===== config.mk =====
export PLATFORM = sky130hd
export DESIGN_NAME = key_debouncer_flat
export DESIGN_NICKNAME = d
export VERILOG_FILES = /design/src/rtl/key_pkg.sv /design/src/rtl/key_debouncer_if.sv /design/src/rtl/key_debounce_channel.sv /design/src/rtl/key_debouncer.sv /design/src/flat_wrapper.sv
export SDC_FILE = /design/constraint.sdc
export NUM_CORES = 1
export LEC_CHECK = 0
export ABC_AREA = 1
export CORE_ASPECT_RATIO = 0.5
export CORE_UTILIZATION = 62
export CTS_CLUSTER_DIAMETER = 50
export DETAILED_ROUTE_END_ITERATION = 7
export GPL_ROUTABILITY_DRIVEN = 0
export HOLD_SLACK_MARGIN = 0.03
export PLACE_DENSITY = 0.8
export SYNTH_ARGS = -nofsm -noshare
export SYNTH_HDL_FRONTEND = slang
export SYNTH_SLANG_ARGS = --single-unit
export TNS_END_PERCENT = 100

===== constraint.sdc =====
create_clock -name clock -period 1.5 [get_ports clock]
set_clock_uncertainty 0.05 [all_clocks]
set_input_delay 0.3 -clock clock [delete_from_list [all_inputs] [get_ports clock]]
set_output_delay 0.3 -clock clock [all_outputs]
set_load 0.01 [all_outputs]

===== src/rtl/key_pkg.sv =====
// ---------------------------------------------------------------------------
// key_pkg
// Shared constants and helpers for the key debouncer slice.
//   NUM_KEYS_DEFAULT      : default number of key channels
//   STABLE_CYCLES_DEFAULT : default acceptance window (10 ms at 50 MHz)
//   key_level_e           : debounced key level encoding
//   cnt_width()           : stability-counter width for a given window
// No ports (package).
// ---------------------------------------------------------------------------
package key_pkg;

  localparam int unsigned NUM_KEYS_DEFAULT      = 4;
  localparam int unsigned STABLE_CYCLES_DEFAULT = 500000;

  typedef enum logic {
    KEY_UP   = 1'b0,
    KEY_DOWN = 1'b1
  } key_level_e;

  // Counter must be able to hold 0..STABLE_CYCLES-1; clog2(N+1) bits keeps
  // the width at least 1 even for a one-cycle window.
  function automatic int unsigned cnt_width(input int unsigned stable_cycles);
    return (stable_cycles < 1) ? 1 : $clog2(stable_cycles + 1);
  endfunction

endpackage


===== src/rtl/key_debouncer_if.sv =====
// ---------------------------------------------------------------------------
// key_debouncer_if
// Key bundle between push-button pads and the debouncer.
//   key_n        : raw active-low push-button levels (driven by master)
//   key          : debounced active-high levels (driven by slave)
//   key_released : one-cycle release pulses (driven by slave)
// Modports: master = key source / consumer side, slave = debouncer.
// ---------------------------------------------------------------------------
interface key_debouncer_if
  import key_pkg::*;
#(
  parameter int unsigned NUM_KEYS = NUM_KEYS_DEFAULT
);

  logic [NUM_KEYS-1:0] key_n;
  logic [NUM_KEYS-1:0] key;
  logic [NUM_KEYS-1:0] key_released;

  modport master (
    output key_n,
    input  key,
    input  key_released
  );

  modport slave (
    input  key_n,
    output key,
    output key_released
  );

endinterface


===== src/rtl/key_debounce_channel.sv =====
// ---------------------------------------------------------------------------
// key_debounce_channel
// One debounced key: 2-flop synchroniser on the inverted raw level, a
// stability counter, the accepted-level flop and an optional release pulse.
//   clock        : sole clock, rising edge
//   reset_n      : asynchronous active-low reset
//   key_n        : raw active-low key level (asynchronous)
//   key          : debounced active-high level (registered)
//   key_released : one-cycle pulse the cycle after key falls 1->0
// Optional feature macro: KEY_DEBOUNCER_RELEASE_PULSE_EN
//   (undefined: key_released is tied to 0 and no release logic exists).
// ---------------------------------------------------------------------------
module key_debounce_channel
  import key_pkg::*;
#(
  parameter int unsigned STABLE_CYCLES = STABLE_CYCLES_DEFAULT
) (
  input  logic clock,
  input  logic reset_n,
  input  logic key_n,
  output logic key,
  output logic key_released
);

  localparam int unsigned   CW      = cnt_width(STABLE_CYCLES);
  localparam logic [CW-1:0] CNT_MAX = CW'(STABLE_CYCLES - 1);

  logic           sync_meta;
  logic           sync;
  logic [CW-1:0]  cnt;
  key_level_e     level;

  // Inversion happens before the first flop so reset (0) means released.
  always_ff @(posedge clock or negedge reset_n) begin
    if (!reset_n) begin
      sync_meta <= 1'b0;
      sync      <= 1'b0;
    end else begin
      sync_meta <= ~key_n;
      sync      <= sync_meta;
    end
  end

  // Any cycle where the synchronised level matches the accepted level
  // restarts the window; the counter saturates at CNT_MAX by accepting.
  always_ff @(posedge clock or negedge reset_n) begin
    if (!reset_n) begin
      cnt   <= '0;
      level <= KEY_UP;
    end else if (key_level_e'(sync) == level) begin
      cnt   <= '0;
    end else if (cnt == CNT_MAX) begin
      cnt   <= '0;
      level <= key_level_e'(sync);
    end else begin
      cnt   <= cnt + CW'(1);
    end
  end

  assign key = (level == KEY_DOWN);

`ifdef KEY_DEBOUNCER_RELEASE_PULSE_EN
  logic key_dly;

  // Pulse is registered off the delayed level, so it lands one cycle
  // after key has already dropped.
  always_ff @(posedge clock or negedge reset_n) begin
    if (!reset_n) begin
      key_dly      <= 1'b0;
      key_released <= 1'b0;
    end else begin
      key_dly      <= key;
      key_released <= key_dly & ~key;
    end
  end
`else
  assign key_released = 1'b0;
`endif

endmodule


===== src/rtl/key_debouncer.sv =====
// ---------------------------------------------------------------------------
// key_debouncer
// NUM_KEYS independent push-button debouncers.
//   clock   : sole clock, rising edge
//   reset_n : asynchronous active-low reset
//   bus     : key_debouncer_if.slave
//             key_n (in, raw active-low), key (out, debounced active-high),
//             key_released (out, one-cycle release pulses)
// Parameters: NUM_KEYS (channels), STABLE_CYCLES (1 .. 2^24-1 cycles a
// change must persist before it is accepted).
// Optional feature macro: KEY_DEBOUNCER_RELEASE_PULSE_EN enables the
// key_released pulses; otherwise key_released is constant 0.
// ---------------------------------------------------------------------------
module key_debouncer
  import key_pkg::*;
#(
  parameter int unsigned NUM_KEYS      = NUM_KEYS_DEFAULT,
  parameter int unsigned STABLE_CYCLES = STABLE_CYCLES_DEFAULT
) (
  input  logic            clock,
  input  logic            reset_n,
  key_debouncer_if.slave  bus
);

  for (genvar i = 0; i < NUM_KEYS; i++) begin : g_ch
    key_debounce_channel #(
      .STABLE_CYCLES (STABLE_CYCLES)
    ) u_ch (
      .clock        (clock),
      .reset_n      (reset_n),
      .key_n        (bus.key_n[i]),
      .key          (bus.key[i]),
      .key_released (bus.key_released[i])
    );
  end

endmodule


===== src/flat_wrapper.sv =====
// flat-port wrapper written by rule: the top's interface ports become plain ports
module key_debouncer_flat import key_pkg::*;
#(
  parameter int unsigned NUM_KEYS      = NUM_KEYS_DEFAULT,
  parameter int unsigned STABLE_CYCLES = STABLE_CYCLES_DEFAULT
)
  (clock, reset_n, bus_key_n, bus_key, bus_key_released);
  key_debouncer_if #(.NUM_KEYS(NUM_KEYS)) bus_i ();
  input  logic clock;
  input  logic reset_n;
  input wire logic [$bits(bus_i.key_n)-1:0] bus_key_n;
  output wire logic [$bits(bus_i.key)-1:0] bus_key;
  output wire logic [$bits(bus_i.key_released)-1:0] bus_key_released;
  assign bus_i.key_n = bus_key_n;
  assign bus_key = bus_i.key;
  assign bus_key_released = bus_i.key_released;
  key_debouncer #(.NUM_KEYS(NUM_KEYS), .STABLE_CYCLES(STABLE_CYCLES)) u_core (.clock(clock), .reset_n(reset_n), .bus(bus_i));
endmodule

==> impl_metrics.toml, run 1 <==
[timing]
tns_ns = 0
maxSlewViolCount = 0
min_period_ns = 1.42
fmax_mhz = 702
finalSetupViolCount = 0
setup_ws_ns = 0.0757
period_share_pct = 95.0
hold_violations = 0

[grt]
track_usage_pct = 26.5
grt_overflow_total = 0
grt_max_degree = 89
grt_pass1_wl_um = 16900
grt_pass1_vias = 3903
antenna_found_initial = 0

[clock_tree]
cts.clk_slew.worst_paths_ns = 0.06
cts_buffer_depth = 2
cts_made_buffers = 9
worstSkewPairLatency_ns = 0.34
cts_tree = "built"
root_buffer = "clkbuf_16"
clock_sinks = 88
htree_levels = 3

[logic_synthesis]
synth_cells = 635
synth-seq-cells = 88
synth_area_um2 = 4880
ys_types = 34
synth_top_flop_cell = "dfrtp_1"
synth_area_per_cell_um2 = 7.68
async_flop_share_pct = 100
ys_seq_area_share_pct = 45.2
synth_edf_count = 0
ys_warn_count = 0
synth_top_area_share_pct = 45.2
synth_largest_area_cell = "dfrtp_1"
synth_area_leaders = "dfrtp_1 45%, nor2_1 13%, nand2_1 8.7%"

[finish]
syn_to_final_growth_pct = 14.2
final_cells = 776
drive_gt1_share_pct = 15.3
nets = 674
nFillCells = 561
diodes = 0
post-route-cell-area_um2 = 5570
final_util_pct = 74.6

[floorplanning]
core_area_um2 = 7460
initial_core_util_pct = 65.4
die_width_um = 127
ioPinCount = 14
die_area_um2 = 8240
die_h_um = 64.7
num_rows = 22

[power]
vdd_ir_drop_max_mv = 0.729
power.leakage_nw = 2.41
powerDensity_nw_per_um2 = 866

[placed_design]
place_area_um2 = 5120
place_hpwl_um = 6800
place_ws_ns = -0.0180
portBuffers = 9
dp.cells = 754

[setup_path]
cp.required_ns = 1.15
cp_max_fo = 3
path_cells = "dlygate4sd2_1"
critPathKind = "reg -> out"
crit_slowest_cell = "dfrtp_1"
slowest_delay_ns = 0.42
cp.arrival_ns = 1.07
path_delay_family = "flip-flops"
start_kind = "register"
crit_buf_inv = 1
crit_path_end_kind = "output port"

[routing]
wirelength_um = 9830
remaining_drc_errors = 0
drtAntennaViolNets = 0
wl_per_cell_um = 12.7
drt_iter0_markers = 186
vias = 3987
dr.pass1.iters = 5
vias_per_cell = 5.14

[run]
cap_viol_max_count = 0

[outcome]
status = "complete, no violations"

[min_path]
hp-class = "reg -> reg"
-- state kept, by name, summed over array words and instances (netlist names) --
register                    cells
u_core.g_ch.u_ch.sync_meta      4
u_core.g_ch.u_ch.cnt           76
u_core.g_ch.u_ch.sync           4
u_core.g_ch.u_ch.key            4
-- cells by family (layout without fill, tap and decap cells) --
kind of cell    after synthesis  in the layout  share of synthesized area, %
simple gates                395            395                          36.1
xor+xnor                     41             41                          7.83
compound gates               27             27                          3.05
other cells                   1              4                        0.0769
buf+inv                      79            109                          6.72
flops                        88             88                          45.2
fa+ha+maj                     4              4                          1.03
-- Yosys cell counts (2+ instances only) --
| master | instances |
|---|---|
| nand2_4 | 2 |
| xor2_2 | 2 |
| inv_2 | 6 |
| nor2_4 | 9 |
| a21oi_1 | 13 |
| o22ai_1 | 2 |
| xnor2_1 | 11 |
| nand3_2 | 2 |
| o21ai_1 | 3 |
| nand3_1 | 47 |
| nand4_1 | 5 |
| nand2_1 | 113 |
| o21a_1 | 2 |
| nor2_2 | 15 |
| nand2_2 | 15 |
| nor2_1 | 174 |
| xor2_1 | 27 |
| nor3b_1 | 3 |
| and2_1 | 2 |
| buf_4 | 8 |
| dfrtp_1 | 88 |
| inv_1 | 64 |
| nor3_1 | 4 |
| o21ai_0 | 5 |
| ha_1 | 4 |
-- cell type report --
type / count / area, µm² / share of cell area (%)
Clock buffer: 11 / 243 / 4.36
Clock inverter: 4 / 45.0 / 0.809
Inverter: 70 / 263 / 4.72
Multi-Input combinational cell: 471 / 2470 / 44.3
Sequential cell: 88 / 2200 / 39.6
Tap cell: 108 / 135 / 2.43
Timing Repair Buffer: 24 / 210 / 3.78
-- layout by cell type, fill, tap and decap left out, types with 14 or more instances in the layout --
cell	netlist	routed
nor2_4	9	16
nand2_2	15	15
buf_4	8	14
xor2_1	27	27
nand3_1	47	46
dfrtp_1	88	86
nor2_2	15	16
nand2_1	113	109
nor2_1	174	166
inv_1	64	64
-- power by group --
part | switching, mW | total [mW] | internal, mW
Clock | 0.867 | 2.18 | 1.32
Sequential | 0.0261 | 2.44 | 2.41
Combinational | 0.131 | 0.203 | 0.0717
Total | 1.02 | 4.82 | 3.80
-- worst paths after layout --
path | slack (ns) | cells past startpoint | endpoint | start
min in group asynchronous | 0.49 | 3 | u_core.g_ch[0].u_ch.cnt[13] | reset_n
min | 0.30 | 0 | u_core.g_ch[3].u_ch.sync | u_core.g_ch[3].u_ch.sync_meta
max reg2reg | 0.09 | 8 | u_core.g_ch[3].u_ch.cnt[18] | u_core.g_ch[3].u_ch.cnt[0]
max in group asynchronous | 0.53 | 3 | u_core.g_ch[2].u_ch.cnt[8] | reset_n
min reg2reg | 0.30 | 0 | u_core.g_ch[3].u_ch.sync | u_core.g_ch[3].u_ch.sync_meta
max | 0.08 | 1 | bus_key[0] | u_core.g_ch[0].u_ch.key
-- what timing repair did --
| item | CTS | global route |
|---|---|---|
| setup buffers | 2 | 4 |
| hold buffers | 1 | 0 |
| pin swaps | 0 | 7 |
| endpoints found under the setup margin | 13 | 44 |
| endpoints found under the hold margin | 88 | 0 |
| gates resized for setup | 6 | 30 |
-- metrics by stage --
stage | power (mW) | hold slack [ns]
after floorplan | 2.57 | -0.0456
after global placement | 2.66 | 0.284
after detailed placement | 2.67 | 0.286
after CTS | 4.86 | 0.300
after global routing | 4.99 | 0.304
final | 4.82 | 0.298
-- layer usage --
| metal | part of all wire [%] | GRT usage [%] | vias up |
|---|---|---|---|
| met5 | 0 | 0 | - |
| met4 | 1.8 | 9.52 | 0 |
| met3 | 4.4 | 6.85 | 21 |
| met2 | 49 | 45.9 | 92 |
| met1 | 45 | 32.4 | 1873 |
| li1 | - | - | 2001 |
Power figures use the tool's default switching activity.
==> run 2, diff against run 1 <==
--- a/config.mk
+++ b/config.mk
@@ -7,12 +7,13 @@
 export LEC_CHECK = 0
 export ABC_AREA = 1
 export CORE_ASPECT_RATIO = 0.5
-export CORE_UTILIZATION = 62
+export CORE_UTILIZATION = 56
 export CTS_CLUSTER_DIAMETER = 50
 export DETAILED_ROUTE_END_ITERATION = 7
 export GPL_ROUTABILITY_DRIVEN = 0
 export HOLD_SLACK_MARGIN = 0.03
-export PLACE_DENSITY = 0.8
+export PLACE_DENSITY = 0.76
+export SLEW_MARGIN = 20
 export SYNTH_ARGS = -nofsm -noshare
 export SYNTH_HDL_FRONTEND = slang
 export SYNTH_SLANG_ARGS = --single-unit
==> constraint.sdc (replaced) <==
create_clock -name clock -period 1.2 [get_ports clock]
set_clock_uncertainty 0.05 [all_clocks]
set_input_delay 0.24 -clock clock [delete_from_list [all_inputs] [get_ports clock]]
set_output_delay 0.24 -clock clock [all_outputs]
set_load 0.01 [all_outputs]
==> run 2 against run 1 <==
Against the previous run:
- design area increased by 31%
- die area up 10%
- the flow now finishes with violations (setup timing)
- utilization is 14 points higher
- sequential power up 26%
- count of clock-buffer cells in the layout shrank 2
- highest routed layer unchanged
- critical path depth increased by 8
- sequential share of layout area fell by 9.0 points
- global-route usage is 3.2 points higher
- non-clock buffer count grew 109
==> impl_metrics.toml, run 2 (same netlist as run 1, synthesis figures left out) <==
[outcome]
status = "finished with violations"
violations = "setup timing"

[grt]
use_met3_pct = 6.74
grt_max_degree = 30
grt_pass1_wl_um = 20700
met2_usage_pct = 55.7
grt_pass1_vias = 4572
track_usage_pct = 29.7
groute.layer.met1.usage_pct = 33.3
grt.busiest_layer = "met2"
antenna_found_initial = 0
grt_overflow_total = 0

[timing]
min_period_ns = 1.55
rsz0062_at_grt = "true"
fmax_mhz = 644
period_share_pct = 129
setup_ws_ns = -0.352
finalSetupViolCount = 74
hold_violations = 0
maxSlewViolCount = 0
tns_ns = -15.64

[placed_design]
place_hpwl_um = 7800
portBuffers = 9
place_area_um2 = 5830
dp.cells = 840

[setup_path]
crit_slowest_cell = "dfrtp_1"
crit_top_cell = "nand2_1"
cp.arrival_ns = 1.77
cp_max_fo = 3
slowest_delay_ns = 0.39
r2r_end = "u_core.g_ch[1].u_ch.cnt[17]"
start_kind = "register"
r2r_cells = 9
crit_path_start = "u_core.g_ch[1].u_ch.cnt[0]"
cp.required_ns = 1.42
r2r_slack_ns = -0.35
cp-endpoint = "u_core.g_ch[1].u_ch.cnt[17]"
crit_path_end_kind = "register"
critPathKind = "reg -> reg"
r2r_start = "u_core.g_ch[1].u_ch.cnt[0]"
path_cells = "buf_4 -> nand3_1 -> inv_2 -> nand2_4 -> nor2_4 -> nand2_1 -> nand2_1 -> nand2_1 -> nor2_1"

[clock_tree]
htree_levels = 3
cts_buffer_depth = 2
cts.clk_slew.worst_paths_ns = 0.07
cts_made_buffers = 9
cts_tree = "built"
root_buffer = "clkbuf_16"
clock_sinks = 88
worstSkewPairLatency_ns = 0.35

[run]
cap_viol_max_count = 0

[finish]
multi_input_area_um2 = 3140
max_flop_register = "u_core.g_ch.u_ch.cnt"
final_common_cell = "nor2_1"
diodes = 0
largest_reg_flops = 76
syn_to_final_growth_pct = 49.1
post-route-cell-area_um2 = 7270
final_cell_mix = "125 x nor2_1, 100 x buf_4, 94 x nand2_1"
nets = 783
drive_gt1_share_pct = 42.5
final_util_pct = 88.3
seq_area_um2 = 2220
nFillCells = 340
final_cells = 890

[routing]
dr.pass1.iters = 6
drtAntennaViolNets = 0
wirelength_um = 17400
wl_per_cell_um = 19.5
vias_per_cell = 5.89
remaining_drc_errors = 0
vias = 5244
drt_iter0_markers = 537

[floorplanning]
num_rows = 23
die_h_um = 68.0
die_area_um2 = 9110
ioPinCount = 14
die_width_um = 134
core_area_um2 = 8230
initial_core_util_pct = 59.2

[power]
powerDensity_nw_per_um2 = 949
power.leakage_nw = 3.16
vdd_ir_drop_max_mv = 0.750
total_power_mw = 6.89

[min_path]
hp-class = "in -> async"
## run 2: changes by cell type in the layout (fill, tap and decap cells not counted), moves of 15 or more
cell / before / now
buf_6: 0 / 19
nor2_4: 16 / 39
nor2_2: 16 / 34
nand3_1: 46 / 27
nor2_1: 166 / 125
nand2_1: 109 / 94
buf_4: 14 / 100
## run 2: layout make-up
class	instances	share of cell area, %
sequential	88	30.6
timing repair buffer	133	15.6
tap	112	1.93
multi-input combinational	471	43.2
inverter	70	3.86
clock inverter	7	1.72
clock buffer	9	3.10
## run 2: worst max-delay path, delay by kind of cell (launching register included)
family / cells / cell delay, ns
buf+inv: 2 / 0.27
flops: 1 / 0.39
simple gates: 7 / 0.75
## run 2: repair_timing
| item | in CTS | in global routing |
|---|---|---|
| buffers inserted | 22 | 11 |
| hold buffers | 1 | 0 |
| pin swaps | 51 | 49 |
| endpoints found under the hold margin | 88 | 0 |
| resized for setup | 112 | 109 |
| setup endpoints to repair | 76 | 78 |
## run 2: routing by layer
metal  wire length [µm]  vias to the layer above
met5                  0                        -
met3               1640                      150
li1                   -                     2225
met2               8390                      440
met1               6170                     2429
met4               1190                        0
## run 2: power breakdown
group / switching (mW) / internal [mW]
combinational: 0.248 / 0.193
sequential: 0.0631 / 3.01
clock: 1.32 / 2.06
total: 1.63 / 5.26
## run 2: stage by stage
| step | worst slack [ns] | hold WS (ns) |
|---|---|---|
| finish | -0.352 | 0.238 |
| global placement | -0.157 | 0.0590 |
| floorplan | -0.0952 | -0.106 |
| CTS | -0.175 | 0.248 |
| global route | -0.414 | 0.272 |
| detailed placement | -0.213 | 0.0584 |
## run 2: how the worst min path moves through the flow
stage / from / to / slack (ns)
after floorplan: reset_n / u_core.g_ch[0].u_ch.cnt[0] / -0.11
after global placement: reset_n / u_core.g_ch[0].u_ch.cnt[8] / 0.06
after detailed placement: reset_n / u_core.g_ch[0].u_ch.cnt[8] / 0.06
after CTS: reset_n / u_core.g_ch[0].u_ch.cnt[6] / 0.25
after global routing: reset_n / u_core.g_ch[0].u_ch.cnt[3] / 0.27
final: reset_n / u_core.g_ch[0].u_ch.cnt[8] / 0.24
==> RTL change: new RTL, settings of run 1 <==
`STABLE_CYCLES_DEFAULT`: 500000 -> 250000.
--- a/src/rtl/key_pkg.sv
+++ b/src/rtl/key_pkg.sv
@@ -11,5 +11,5 @@
 
   localparam int unsigned NUM_KEYS_DEFAULT      = 4;
-  localparam int unsigned STABLE_CYCLES_DEFAULT = 500000;
+  localparam int unsigned STABLE_CYCLES_DEFAULT = 250000;
 
   typedef enum logic {
Formal check against the unedited RTL: same outputs for any inputs over 10 cycles, from zero or initial values and one cycle with reset_n low; that may be too few to reach the edited logic, so the function may still have changed.
==> RTL change against run 1 <==
First-iteration DRC count up 26%; global-route usage down 0.29 points; design area down 5.2%; critical path type is now reg -> reg; clock power up 2%; fmax down 3.3%; wire length down 8.4%; sequential cell count down 4; total power down 1.0%; worst setup slack worse by 0.049 ns; sequential share of layout area up 0.24 points; cell count down 9.0%; area after synthesis down 7.6%.
==> RTL change: results (changes against run 1) <==
Max IR drop VDD 1.07 mV (+47%); number of global-route vias before repair 3407 (-13%); global-route wire length before repair 15300 um (-9.4%); Placement Setup Slack -0.0569 ns (-0.0389 ns); Seq/Total Area, Yosys 46.7% (+1.5 points); Crit Path Class reg -> reg; Reg2Reg Launch Point u_core.g_ch[1].u_ch.cnt[1]; peak fanout along the critical path 4 (+1); final wirelength 9010 um (-8.4%); Leak 2.22 nW (-7.8%); Critical Path End u_core.g_ch[1].u_ch.cnt[14]; All-Layer GR Usage 26.2% (-0.29 points); fraction of layout cells with a size suffix above 1 16.8% (+1.5 points); Final WS setup 0.0265 ns (-0.0492 ns); max reg flops 72 (-5.3%); Arr. time, crit path 1.65 ns (+0.58 ns); Netlist cell types 27 (-21%); crit-path leading delay family simple AND/OR/NAND/NOR gates; syn avg cell area 7.87 um2 (+2.5%); fraction of synthesized cell area in xor and xnor cells 7.72% (-0.10 points); Routed met1 length 4210 um (-5.1%); via count 3639 (-8.7%); status finished clean; Fill cells 477 (-15%); Final Hold Slack 0.298 ns (-0.000208 ns); Synth top cells by count nor2_1, nand2_1, dfrtp_1, inv_1, nand3_1; DP Area 0.00475 mm2 (-7.1%); Synth area leaders dfrtp_1, nor2_1, nand2_1; WL met3 421 um (-3.4%); Nets 619 (-8.2%); metal2 WL 4250 um (-11%); via-per-instance ratio 5.15 (+0.32%); largest net degree at the start of global routing 26 (-71%)
-- RTL change: final cells by class --
cell class	instances	area, um2	share of cell area, %
timing repair buffer	32	283	5.36
sequential	84	2100	39.8
clock buffer	13	260	4.93
multi-input combinational	428	2270	43.0
inverter	54	203	3.84
tap	92	115	2.18
clock inverter	3	45.0	0.853
-- RTL change: report_power, final --
group | switching (mW) | internal, mW | total [mW]
logic | 0.129 | 0.0885 | 0.217
registers | 0.0364 | 2.30 | 2.34
clock network | 0.837 | 1.38 | 2.22
total | 1.00 | 3.77 | 4.77
-- RTL change: timing repair --
action                                  4_1_cts  5_1_grt
pin swaps                                     0       11
gates resized for setup                       6       31
endpoints found under the hold margin        18        0
hold buffers                                  1        0
setup buffers                                 2       10
endpoints found under the setup margin       20       44
-- RTL change: metal layers --
| metal | track usage, % | vias to the layer above |
|---|---|---|
| li1 | - | 1848 |
| met1 | 35.4 | 1691 |
| met2 | 41.2 | 89 |
| met3 | 7.08 | 11 |
| met4 | 8.08 | 0 |
| met5 | 0 | - |
